### src/rtl/my_seg7_scan_n_if.sv
// my_seg7_scan_n_if: control, data and display signals of the seven-segment scanner
interface my_seg7_scan_n_if #(
    parameter int N = 4
);
    logic           en;
    logic           load;
    logic [4*N-1:0] num;
    logic [N-1:0]   dp_in;
    logic [3:0]     bright;
    logic           lzb;
    logic [6:0]     seg;
    logic           dp;
    logic [N-1:0]   seg_gnd;
    logic           busy;
    logic           frame_start;
    modport master (output en, load, num, dp_in, bright, lzb, input seg, dp, seg_gnd, busy, frame_start);
    modport slave (input en, load, num, dp_in, bright, lzb, output seg, dp, seg_gnd, busy, frame_start);
endinterface

### src/rtl/my_seg7_scan_n.sv
// my_seg7_scan_n: N-digit multiplexed seven-segment scanner with PWM brightness and double-buffered data
module my_seg7_scan_n #(
    parameter int N       = 4,
    parameter int DWELL_W = 10,
    parameter int BLANK   = 128
) (
    input logic clk,
    input logic rst,
    my_seg7_scan_n_if.slave bus
);
    localparam int DW = (N > 1) ? $clog2(N) : 1;
    localparam int D = 1 << DWELL_W;
    localparam logic [16:0] CNT_ON = 17'(D - BLANK);
    localparam logic [111:0] HEX = {7'h47, 7'h4F, 7'h3D, 7'h4E, 7'h1F, 7'h77, 7'h7B, 7'h7F,
                                    7'h70, 7'h5F, 7'h5B, 7'h33, 7'h79, 7'h6D, 7'h30, 7'h7E};

    logic [DWELL_W-1:0] cnt_q, cnt_d;
    logic [DW-1:0]      d_q, d_d;
    logic [4*N-1:0]     disp_num_q, pend_num_q;
    logic [N-1:0]       disp_dp_q, pend_dp_q;
    logic               busy_q;
    logic [6:0]         seg_q, seg_d;
    logic               dp_q, dp_d;
    logic [N-1:0]       gnd_q, gnd_d;
    logic               fs_q;
    logic               wrap, boundary, on, run, cur_dp, cur_nz;
    logic [3:0]         dig;
    logic [6:0]         hex_idx;
    logic [N-1:0]       nz;
    logic [16:0]        lim_b, lim;

    assign wrap     = &cnt_q;
    assign boundary = wrap && d_q == DW'(N - 1);
    assign cnt_d    = cnt_q + 1'b1;
    assign d_d      = (N == 1 || d_q == DW'(N - 1)) ? '0 : d_q + 1'b1;
    assign lim_b    = (17'(bus.bright) + 17'd1) << (DWELL_W - 4);
    assign lim      = (lim_b < CNT_ON) ? lim_b : CNT_ON;
    assign on       = bus.en && cnt_q != '0 && 17'(cnt_q) < lim;
    assign hex_idx  = 7'(dig) * 7'd7;

    // nz[i] marks that some digit at or above i is nonzero
    always_comb begin
        nz     = '0;
        run    = 1'b0;
        dig    = '0;
        cur_dp = 1'b0;
        cur_nz = 1'b0;
        gnd_d  = '1;
        for (int i = N - 1; i >= 0; i--) begin
            run   = run | (|disp_num_q[4*i +: 4]);
            nz[i] = run;
        end
        for (int i = 0; i < N; i++) begin
            if (d_q == DW'(i)) begin
                dig    = disp_num_q[4*i +: 4];
                cur_dp = disp_dp_q[i];
                cur_nz = nz[i];
            end
            gnd_d[i] = !(bus.en && d_q == DW'(i));
        end
        seg_d = (on && !(bus.lzb && d_q != '0 && !cur_nz)) ? HEX[hex_idx +: 7] : 7'd0;
        dp_d  = on && cur_dp;
    end

    always_ff @(posedge clk) begin
        if (rst) begin
            cnt_q      <= '0;
            d_q        <= '0;
            disp_num_q <= '0;
            disp_dp_q  <= '0;
            pend_num_q <= '0;
            pend_dp_q  <= '0;
            busy_q     <= 1'b0;
            seg_q      <= '0;
            dp_q       <= 1'b0;
            gnd_q      <= '1;
            fs_q       <= 1'b0;
        end else begin
            cnt_q <= cnt_d;
            if (wrap) d_q <= d_d;
            seg_q <= seg_d;
            dp_q  <= dp_d;
            gnd_q <= gnd_d;
            fs_q  <= boundary;
            // a load landing on the boundary bypasses the pending buffer
            if (boundary && (bus.load || busy_q)) begin
                disp_num_q <= bus.load ? bus.num : pend_num_q;
                disp_dp_q  <= bus.load ? bus.dp_in : pend_dp_q;
                busy_q     <= 1'b0;
            end else if (bus.load) begin
                pend_num_q <= bus.num;
                pend_dp_q  <= bus.dp_in;
                busy_q     <= 1'b1;
            end
        end
    end

    assign bus.seg         = seg_q;
    assign bus.dp          = dp_q;
    assign bus.seg_gnd     = gnd_q;
    assign bus.busy        = busy_q;
    assign bus.frame_start = fs_q;
endmodule

### src/flat_wrapper.sv
// flat-port wrapper written by rule: the top's interface ports become plain ports
module my_seg7_scan_n_flat 
#(
    parameter int N       = 4,
    parameter int DWELL_W = 10,
    parameter int BLANK   = 128
)
  (clk, rst, bus_en, bus_load, bus_num, bus_dp_in, bus_bright, bus_lzb, bus_seg, bus_dp, bus_seg_gnd, bus_busy, bus_frame_start);
  my_seg7_scan_n_if #(.N(N)) bus_i ();
  input logic clk;
  input logic rst;
  input wire logic [$bits(bus_i.en)-1:0] bus_en;
  input wire logic [$bits(bus_i.load)-1:0] bus_load;
  input wire logic [$bits(bus_i.num)-1:0] bus_num;
  input wire logic [$bits(bus_i.dp_in)-1:0] bus_dp_in;
  input wire logic [$bits(bus_i.bright)-1:0] bus_bright;
  input wire logic [$bits(bus_i.lzb)-1:0] bus_lzb;
  output wire logic [$bits(bus_i.seg)-1:0] bus_seg;
  output wire logic [$bits(bus_i.dp)-1:0] bus_dp;
  output wire logic [$bits(bus_i.seg_gnd)-1:0] bus_seg_gnd;
  output wire logic [$bits(bus_i.busy)-1:0] bus_busy;
  output wire logic [$bits(bus_i.frame_start)-1:0] bus_frame_start;
  assign bus_i.en = bus_en;
  assign bus_i.load = bus_load;
  assign bus_i.num = bus_num;
  assign bus_i.dp_in = bus_dp_in;
  assign bus_i.bright = bus_bright;
  assign bus_i.lzb = bus_lzb;
  assign bus_seg = bus_i.seg;
  assign bus_dp = bus_i.dp;
  assign bus_seg_gnd = bus_i.seg_gnd;
  assign bus_busy = bus_i.busy;
  assign bus_frame_start = bus_i.frame_start;
  my_seg7_scan_n #(.N(N), .DWELL_W(DWELL_W), .BLANK(BLANK)) u_core (.clk(clk), .rst(rst), .bus(bus_i));
endmodule
### config.mk
export PLATFORM = sky130hd
export DESIGN_NAME = my_seg7_scan_n_flat
export DESIGN_NICKNAME = d
export VERILOG_FILES = /design/src/rtl/my_seg7_scan_n_if.sv /design/src/rtl/my_seg7_scan_n.sv /design/src/flat_wrapper.sv
export SDC_FILE = /design/constraint.sdc
export NUM_CORES = 1
export LEC_CHECK = 0
export ABC_AREA = 1
export BUFFER_PORTS_ARGS = -buffer_cell sky130_fd_sc_hd__buf_2
export CELL_PAD_IN_SITES_DETAIL_PLACEMENT = 1
export CELL_PAD_IN_SITES_GLOBAL_PLACEMENT = 2
export CORE_MARGIN = 3
export CORE_UTILIZATION = 36
export DETAILED_ROUTE_END_ITERATION = 8
export PLACE_DENSITY_LB_ADDON = 0.1
export RECOVER_POWER = 50
export SLEW_MARGIN = 20
export SYNTH_ARGS = -nofsm -noshare
export SYNTH_HDL_FRONTEND = slang
export SYNTH_SLANG_ARGS = --single-unit
export TNS_END_PERCENT = 5
### constraint.sdc
create_clock -name clk -period 3.7 [get_ports clk]
set_clock_uncertainty 0.2 [all_clocks]
set_input_delay 0 -clock clk [delete_from_list [all_inputs] [get_ports clk]]
set_output_delay 0 -clock clk [all_outputs]
set_load 0.01 [all_outputs]
==> results.sh <==
export IMPL_regArea_mm2=0.001321
export IMPL_postRouteAntennaNets=0
export IMPL_ys_warn_count=0
export IMPL_fmaxAchievable_ghz=0.3661
export IMPL_dr_wl_met3_um=148
export IMPL_highest_layer="met4"
export IMPL_hold_class="in2reg"
export IMPL_cap_viol_max_count=0
export IMPL_end_kind="flip-flop"
export IMPL_vias=2953
export IMPL_vias_per_cell=4.849
export IMPL_die_h_um=102.9
export IMPL_syn_avg_cell_area_um2=7.695
export IMPL_critPathMaxStageDelay_ns=0.39
export IMPL_io_buffer_count=42
export IMPL_gr_total_overflow=0
export IMPL_slew_violations=0
export IMPL_min_to="u_core.bus.seg[6]"
export IMPL_clock_root_buffer="clkbuf_8"
export IMPL_routabilityCongestion=0.7889
export IMPL_ys_seq_area_frac=0.3911
export IMPL_rows=34
export IMPL_min_path_cells=6
export IMPL_p_per_area_mw_per_mm2=362.1
export IMPL_die_w_um=102.9
export IMPL_wl_met1_um=3735
export IMPL_fin_crit_ns=2.731
export IMPL_synth_nets=485
export IMPL_ys_seq_elements=66
export IMPL_rr_endpoint="u_core.bus.seg[3]"
export IMPL_gr_usage_all_layers=0.1596
export IMPL_clock_latency_ns=0.34
export IMPL_fin_ws_ns=0.9688
export IMPL_cts_setup_buffers=0
export IMPL_post_place_ws_ns=0.9344
export IMPL_antenna_found_initial=0
export IMPL_crit_family="adder cells"
export IMPL_synth_top_cell_by_area="dfxtp_1"
export IMPL_slew_headroom=0.4096
export IMPL_syn2layout_area_growth_pct=18.41
export IMPL_dp_hpwl_um=5585
export IMPL_worstSetupPathType="reg2reg"
export IMPL_startpoint_type="flip-flop"
export IMPL_first_pass_iters=4
export IMPL_reg2regPathDepth=13
export IMPL_worstMarginPinSlew_ns=0.8847
export IMPL_start_util=0.3782
export IMPL_htreeDepth=3
export IMPL_drive_gt1_frac=0.1437
export IMPL_drc=0
export IMPL_setup_violations_final=0
export IMPL_wl_per_cell_um=12.91
export IMPL_synth_top_area_frac=0.3911
export IMPL_tns_ns=0
export IMPL_worstPathMaxFanout=8
export IMPL_die_area_mm2=0.01058
export IMPL_syn_inst=439
export IMPL_syn_cell_area_mm2=0.003378
export IMPL_crit_path_cell_trace="inv_1, ha_1, nor2_2, o21ai_1, o21ai_1, inv_1, ha_1, inv_1, nand2_1, nand3_1, nand2_1, inv_1, nor3_1"
export IMPL_status="finished clean"
export IMPL_arrival_ns=2.79
export IMPL_peakVddDrop_mv=0.1807
export IMPL_clk_pin_slew_ns=0.08
export IMPL_io_pins=43
export IMPL_wl_um=7860
export IMPL_clk_path_buf_depth=2
export IMPL_finalHoldViolCount=0
export IMPL_cp_slowest_cell="dfxtp_1"
export IMPL_cp_data_required_time_ns=3.76
export IMPL_cts_sinks=66
export IMPL_rsz0062_at_grt="false"
export IMPL_multi_input_area_mm2=0.001792
export IMPL_p_leak_nw=1.899
export IMPL_fillCellCount=1136
export IMPL_core_mm2=0.008934
export IMPL_final_nets=542
export IMPL_reg2reg_from="u_core.d_q[0]"
export IMPL_fin_util=0.4478
export IMPL_drt_initial_drc_count=71
export IMPL_grt_pass1_vias=2883
export IMPL_r2r_setup_slack_ns=0.97
export IMPL_antennaDiodeCount=0
export IMPL_wl_met2_um=3881
export IMPL_cts_tree="done"
export IMPL_crit_buf_inv=4
export IMPL_crit_top_cell="inv_1"
export IMPL_grt_max_degree=82
export IMPL_min_from="bus_lzb"
export IMPL_grt_pass1_wl_um=13280
export IMPL_cts_buffers=9
export IMPL_period_share=0.7382
export IMPL_synth_area_leaders="dfxtp_1 39%, nand2_1 13%, ha_1 6.3%, mux2i_1 5.9%, o211a_1 5.9%"
export IMPL_synth_cell_type_count=34
## synthesized netlist by cell type, drive strengths merged
| library cell | instances |
|---|---|
| a21oi | 34 |
| a22oi | 1 |
| a31oi | 1 |
| and2 | 1 |
| and3 | 1 |
| buf | 14 |
| clkbuf | 5 |
| clkinv | 1 |
| dfxtp | 66 |
| ha | 17 |
| inv | 37 |
| mux2i | 20 |
| nand2 | 121 |
| nand3 | 22 |
| nand4 | 2 |
| nor2 | 26 |
| nor3 | 15 |
| o211a | 20 |
| o21a | 2 |
| o21ai | 10 |
| or2 | 21 |
| xnor2 | 1 |
| xor2 | 1 |
## kinds of logic (layout without fill, tap and decap cells)
| family | Yosys count | after routing | synth area share |
|---|---|---|---|
| and+or+nand+nor | 209 | 209 | 0.2726 |
| AOI/OAI and AO/OA | 68 | 68 | 0.1330 |
| DFF | 66 | 66 | 0.3911 |
| buffers and inverters | 57 | 119 | 0.07592 |
| muxes | 20 | 20 | 0.05926 |
| adders and majority gates | 17 | 17 | 0.06296 |
| xor gates and xnor gates | 2 | 2 | 0.005186 |
## power by group
| group | total, mW | internal, mW | switching, mW |
|---|---|---|---|
| sequential | 0.741 | 0.732 | 0.00946 |
| clock | 0.575 | 0.296 | 0.279 |
| combinational | 0.132 | 0.0659 | 0.0660 |
## sequential cells by signal (all words and copies together) (netlist names), 2 cells and up
name and flops:
u_core.disp_dp_q 4, u_core.pend_dp_q 4, u_core.d_q 2, u_core.disp_num_q 16
u_core.bus.seg 7, u_core.cnt_q 10, u_core.pend_num_q 16, u_core.bus.seg_gnd 4
## stage by stage
step | std cells | hold slack (ns) | cell area [um^2] | power, mW
6_report | 609 | 0.04556 | 4000 | 1.448
5_1_grt | 609 | 0.1068 | 4000 | 1.532
4_1_cts | 609 | 0.05453 | 4028 | 1.481
3_5_place_dp | 571 | 0.05441 | 3617 | 0.8763
3_3_place_gp | 571 | 0.05008 | 3617 | 0.8729
2_1_floorplan | 439 | -0.1132 | 3378 | 0.8353
## timing repair
item | 4_1_cts | 5_1_grt
endpoints found under the hold margin | 48 | 0
hold buffers | 22 | 0
gates resized for setup | 0 | 0
## tightest hold or removal path, delay by kind of cell
kind | cells | cell delay (ns)
AND/OR/NAND/NOR | 4 | 0.42
buffers and inverters | 2 | 0.11
## layout by cell type (no fill, tap or decap), types with 2 or more instances in the layout
cell type,count
o21ai_0,5
inv_1,32
nor2_1,24
dfxtp_1,66
or2_2,19
nor3_1,14
ha_1,17
mux2i_1,20
dlygate4sd3_1,22
nand2_1,120
a21oi_1,34
nand4_1,2
inv_2,5
clkbuf_1,15
buf_2,27
nand3_1,22
o21ai_1,5
o21a_1,2
clkbuf_8,12
nor2_2,2
clkinvlp_4,2
clkinv_2,2
o211a_1,20
## metal layers
| metal | vias to the layer above | global-route usage |
|---|---|---|
| met1 | 1376 | 0.2010 |
| met3 | 9 | 0.02842 |
| met2 | 22 | 0.2731 |
| li1 | 1546 | - |
| met5 | - | 0 |
| met4 | 0 | 0.05876 |
## area by class of cell
| type | instances | area share |
|---|---|---|
| Clock buffer | 12 | 0.04129 |
| Clock inverter | 4 | 0.006256 |
| Sequential cell | 66 | 0.3303 |
| Multi-Input combinational cell | 316 | 0.4479 |
| Tap cell | 108 | 0.03378 |
| Timing Repair Buffer | 65 | 0.1048 |
| Inverter | 38 | 0.03566 |
## worst max path at each step
stage	to	startpoint	slack [ns]	cells past startpoint
floorplan	u_core.bus.seg[3]	u_core.d_q[0]	1.36	14
global placement	u_core.bus.seg[3]	u_core.d_q[0]	1.0	13
detailed placement	u_core.bus.seg[3]	u_core.d_q[0]	0.93	13
CTS	u_core.bus.seg[3]	u_core.d_q[0]	0.91	13
global route	u_core.bus.seg[3]	u_core.d_q[0]	0.63	12
finish	u_core.bus.seg[3]	u_core.d_q[0]	0.97	13
Note: power is estimated with default switching activity, not from simulation.
